==> src/rtl/mult_share_ctrl.sv <==
// mult_share_ctrl: sequencer and two-way arbiter for the shared shift-add
// N x N multiplier datapath. Grants one requester, drives the datapath
// strobes through N add/shift iterations, then pulses done to the winner.
// Build option: define MULT_FIXED_PRIO_EN to make requester 0 win every tie
// (no last-winner pointer); otherwise ties alternate round robin.
module mult_share_ctrl #(
   parameter int N     = 4,
   parameter int CNT_W = 3
) (
   input  logic       clk,
   input  logic       rst,
   input  logic [1:0] req,
   input  logic       mplr_lsb,
   output logic [1:0] gnt,
   output logic [1:0] done,
   output logic       busy,
   output logic       ld1,
   output logic       sig_rst,
   output logic       ld2,
   output logic       s0,
   output logic       s1,
   output logic       s2
);

   typedef enum logic [2:0] {
      IDLE  = 3'd0,
      LOAD  = 3'd1,
      CLR   = 3'd2,
      CALC  = 3'd3,
      SHIFT = 3'd4,
      DONE  = 3'd5
   } state_t;

   localparam logic [CNT_W-1:0] CNT_LAST = CNT_W'(N - 1);

   state_t           state_q, state_d;
   logic [CNT_W-1:0] cnt_q, cnt_d;
   logic [1:0]       gnt_q, gnt_d;
   logic             win;          // index of the requester that wins in IDLE

`ifndef MULT_FIXED_PRIO_EN
   logic             last_q, last_d;
`endif

   // Arbitration: a lone requester wins; a tie is broken by priority scheme
   always_comb begin
      win = 1'b0;
      case (req)
         2'b10:   win = 1'b1;
`ifdef MULT_FIXED_PRIO_EN
         2'b11:   win = 1'b0;
`else
         2'b11:   win = ~last_q;
`endif
         default: win = 1'b0;
      endcase
   end

   // Next-state, grant latch, iteration counter and last-winner pointer
   always_comb begin
      state_d = state_q;
      cnt_d   = cnt_q;
      gnt_d   = gnt_q;
`ifndef MULT_FIXED_PRIO_EN
      last_d  = last_q;
`endif
      case (state_q)
         IDLE: begin
            gnt_d = '0;
            if (|req) begin
               state_d = LOAD;
               gnt_d   = win ? 2'b10 : 2'b01;
            end
         end
         LOAD:  state_d = CLR;
         CLR: begin
            state_d = CALC;
            cnt_d   = '0;
         end
         CALC:  state_d = SHIFT;
         SHIFT: begin
            cnt_d = cnt_q + 1'b1;
            if (cnt_q != CNT_LAST) begin
               state_d = CALC;
            end else begin
               state_d = DONE;
`ifndef MULT_FIXED_PRIO_EN
               last_d  = gnt_q[1];
`endif
            end
         end
         DONE: begin
            state_d = IDLE;
            gnt_d   = '0;
         end
         default: begin
            state_d = IDLE;
            gnt_d   = '0;
            cnt_d   = '0;
         end
      endcase
   end

   // State, counter, grant and pointer registers with async reset
   always_ff @(posedge clk or posedge rst) begin
      if (rst) begin
         state_q <= IDLE;
         cnt_q   <= '0;
         gnt_q   <= '0;
`ifndef MULT_FIXED_PRIO_EN
         last_q  <= 1'b1;
`endif
      end else begin
         state_q <= state_d;
         cnt_q   <= cnt_d;
         gnt_q   <= gnt_d;
`ifndef MULT_FIXED_PRIO_EN
         last_q  <= last_d;
`endif
      end
   end

   // Output decode from registered state; ld2 in CALC follows mplr_lsb
   always_comb begin
      gnt     = '0;
      done    = '0;
      busy    = 1'b0;
      ld1     = 1'b0;
      sig_rst = 1'b0;
      ld2     = 1'b0;
      s0      = 1'b0;
      s1      = 1'b0;
      s2      = 1'b0;
      case (state_q)
         LOAD: begin
            gnt  = gnt_q;
            busy = 1'b1;
            ld1  = 1'b1;
         end
         CLR: begin
            gnt     = gnt_q;
            busy    = 1'b1;
            sig_rst = 1'b1;
         end
         CALC: begin
            gnt  = gnt_q;
            busy = 1'b1;
            ld2  = mplr_lsb;
            s0   = 1'b1;
         end
         SHIFT: begin
            gnt  = gnt_q;
            busy = 1'b1;
            ld2  = 1'b1;
            s1   = 1'b1;
            s2   = 1'b1;
         end
         DONE: begin
            gnt  = gnt_q;
            busy = 1'b1;
            done = gnt_q;
         end
         default: ;
      endcase
   end

endmodule
==> config.mk <==
export PLATFORM = sky130hd
export DESIGN_NAME = mult_share_ctrl
export DESIGN_NICKNAME = d
export VERILOG_FILES = /design/src/rtl/mult_share_ctrl.sv
export SDC_FILE = /design/constraint.sdc
export NUM_CORES = 1
export LEC_CHECK = 0
export ABC_AREA = 0
export CORE_AREA = 2 2 39 41
export DETAILED_ROUTE_END_ITERATION = 6
export DIE_AREA = 0 0 41 43
export PLACE_DENSITY = 0.71
export SLEW_MARGIN = 30
export SYNTH_ARGS = -nofsm -noshare
export SYNTH_HDL_FRONTEND = slang
export SYNTH_SLANG_ARGS = --single-unit
==> constraint.sdc <==
create_clock -name clk -period 1.8 [get_ports clk]
set_input_delay 0.36 -clock clk [delete_from_list [all_inputs] [get_ports clk]]
set_output_delay 0.36 -clock clk [all_outputs]
set_load 0.02 [all_outputs]
==> metrics.md <==
| Metric | Value |
|---|---|
| Multiplexer share of the synthesized area | 4.84% |
| Worst-path maximum fanout | 8 |
| Global-route wire length before repair | 1840 um |
| Worst path slowest cell | dfrtp_2 |
| Boundary Pins | 16 |
| RSZ-0062 raised after global routing | yes |
| Outcome | finished, final reports clean |
| Clk buf depth | 2 |
| IO Port Bufs | 15 |
| Req. time, crit path | 1.44 ns |
| Row count | 14 |
| Seq/Total Area, Yosys | 41.7% |
| Clock period minus worst slack | 1.77 ns |
| Die Ht | 43 um |
| Async SR Flop Fraction | 100% |
| Antenna violations before repair | 0 |
| Synth top area cells | dfrtp_1 (37%), dfstp_2 (4.8%), ha_1 (4.6%) |
| Worst path cell trace | buf_4, nor3_4, a21oi_2, and2_1, buf_2 |
| Die Span X | 41 um |
| Initial DRC Count | 3 |
| Simple-gate share of the synthesized area | 27.9% |
| Final Non-Filler Cells | 95 |
| Crit path capture type | output port |
| Switching Share | 43.4% |
| Placed Cells | 88 |
| Htree depth | 1 |
| WP data arrival | 1.41 ns |
| Syn_area_per_cell | 10.1 sq um |
| Vias in the first global route | 400 |
| Clk pwr share | 11.9% |
| Final Setup Violations | 0 |
| CP peak stage delay | 0.47 ns |
| Clk_skew | 0.00329 ns |
| Clk_lat worst skew | 0.26 ns |
| Total gr overflow | 0 |
| Slew Limit Fails | 0 |
| Die area | 1760 sq um |
| Layout cells sized above 1 | 40.5% |
| CP Launch Type | flip-flop |
| Net Sw Power | 0.000579 W |
| Internal power | 0.000755 W |
| Slew HR | 75.8% |
| Avg WL per Cell | 12.4 um |
| Initial Util | 39.2% |
| Vias per cell | 4.91 |
| Yosys warns | 0 |
| Crit path launch | state_q[0] |
| CTS tree | yes |
| Total power | 0.00133 W |
| Cells on worst reg2reg path | 5 |
| Via count | 466 |
| Synth top area share | 36.9% |
| Adder-cell share of the synthesized area | 4.61% |
| HP Class | primary input to asynchronous set/reset pin |
| EDFF count, synth | 0 |
| Sequential share of power | 30.6% |
| ANT nets after route | 0 |
| Leak | 0.412 nW |
| Pin count of the biggest net entering global routing | 10 |
| Library cells used by synthesis | 30 |
| Num CTS Buffers | 3 |
| Hpwl dp | 821 um |
| Root Buffer | clkbuf_4 |
| GRT Util Overall | 17.0% |
| Largest family of logic cells by synthesized area | simple AND/OR/NAND/NOR gates |
| Clk pin slew, worst setup/hold paths | 0.06 ns |
| Pwr dens | 1750 nW/um^2 |
| Hold WS | 0.359 ns |
| Reg-to-Reg Start | state_q[0] |
| Mapped Nets | 61 |
| Pre-antenna DRT Iters | 4 |
| Clock sink count | 9 |
| Max-cap violations | 0 |
| Final wirelength | 1180 um |
| Max IR drop VDD | 0.000853 V |
| Core box area | 1380 sq um |
| Cell taking the most area after synthesis | dfrtp_1 |
| Number of diodes | 0 |
| GPL Wtd Cong | 0.784 |
| Compound-Gate Fraction of Synth Area | 11.3% |
| Syn Inst Count | 54 |
| Critical path type | flip-flop to output port |
| Tcrit/Tclk final | 98.5% |
| Fmax | 564 MHz |
| Xor and xnor fraction of the mapped netlist area | 1.61% |
| Endpoints failing hold | 0 |
| Dominant synthesized flop cell | dfrtp_1 |
| Nets | 87 |
| Least-Margin Pin Slew | 0.363 ns |
| Area Overhead vs Synth | 40.8% |
| Post-synthesis instance area | 543 sq um |
| Gate power share | 57.6% |
| #FFs+latches synth | 9 |
| DRC viols | 0 |
-- worst paths after layout --
path | to | slack [ns]
setup / recovery | gnt[1] | 0.03
hold reg to reg | cnt_q[1] | 0.51
min in group clk | cnt_q[1] | 0.51
hold / removal | gnt_q[1] | 0.36
max in group asynchronous | last_q | 1.14
setup reg to reg | gnt_q[0] | 0.45
-- state kept, by name, summed over array words and instances (netlist names) --
name     count
cnt_q        3
last_q       1
state_q      3
gnt_q        2
-- area by class of cell --
type,count,area [sq um]
timing repair buffer,25,185
inverter,4,15.0
sequential,9,230
clock buffer,4,26.3
tap,16,20.0
multi-input combinational,37,288
fill,133,619
-- synth_stat cells (2+ instances only) --
cell and n:
dfrtp_1 8, inv_1 4, nand2_1 3, nand3_1 3, nor2_1 3, nor2b_1 3
a22o_1 2, and2_1 2, and3_1 2, buf_2 2, ha_1 2, nand2b_1 2
-- cells in the final DEF, fill, tap and decap left out --
cell and n:
dfrtp_2 3, clkbuf_2 4, nor2_1 3, nand2_1 3
nor3_4 1, a211oi_1 1, and3_1 2, a211o_1 1
dfstp_2 1, a21oi_2 1, mux2_4 1, nor2b_1 3
clkbuf_4 3, clkdlybuf4s50_1 4, nand2b_1 2, a21o_1 1
xnor2_1 1, nor3b_4 1, nand2_2 1, clkbuf_1 1
dlygate4sd2_1 4, or3b_2 1, nand3_1 3, o21ai_1 1
mux2_2 1, ha_1 2, buf_2 3, nor3b_2 1
buf_4 10, and2_1 2, nor4_1 1, a32o_1 1
a22o_1 2, dfrtp_1 5, inv_1 4
-- through the flow --
step / TNS (ns) / util, % / setup slack [ns] / cell area (sq um)
after CTS: 0 / 54.3 / 0.0112 / 752
after global routing: -0.182 / 55.2 / -0.0634 / 764
after global placement: -0.384 / 53.3 / -0.101 / 737
final: 0 / 55.2 / 0.0266 / 764
after floorplan: 0 / - / 0.0847 / 543
after detailed placement: -0.437 / 53.3 / -0.122 / 737
-- per-layer routing --
layer	global-route usage, %	share of wire (%)
met1	24.0	46
met2	19.7	46
met3	4.71	3.9
met4	16.0	3.9
met5	0	0
-- critical path, delay by kind of cell (launching register included) --
kind,cells,cell delay (ns)
buf+inv,2,0.31
simple gates,2,0.30
compound gates,1,0.07
flops,1,0.47
-- kinds of logic after synthesis --
kind of cell               after synthesis
and+or+nand+nor                         24
DFF                                      9
AOI/OAI and AO/OA                        8
buffers and inverters                    8
muxes                                    2
adders and majority gates                2
xor gates and xnor gates                 1
-- power by group through the flow --
stage / clock network [W] / logic, W / registers (W)
5_1_grt: 0.000180 / 0.000843 / 0.000423
2_1_floorplan: 0 / 0.000528 / 0.000321
3_3_place_gp: 0 / 0.000771 / 0.000383
3_5_place_dp: 0 / 0.000781 / 0.000386
4_1_cts: 0.000163 / 0.000721 / 0.000406
6_report: 0.000158 / 0.000768 / 0.000408
-- what timing repair did --
item	CTS	global route
hold buffers	0	0
setup endpoints to repair	11	7
resized for setup	25	9
buffers inserted	0	3
Power figures use the tool's default switching activity.
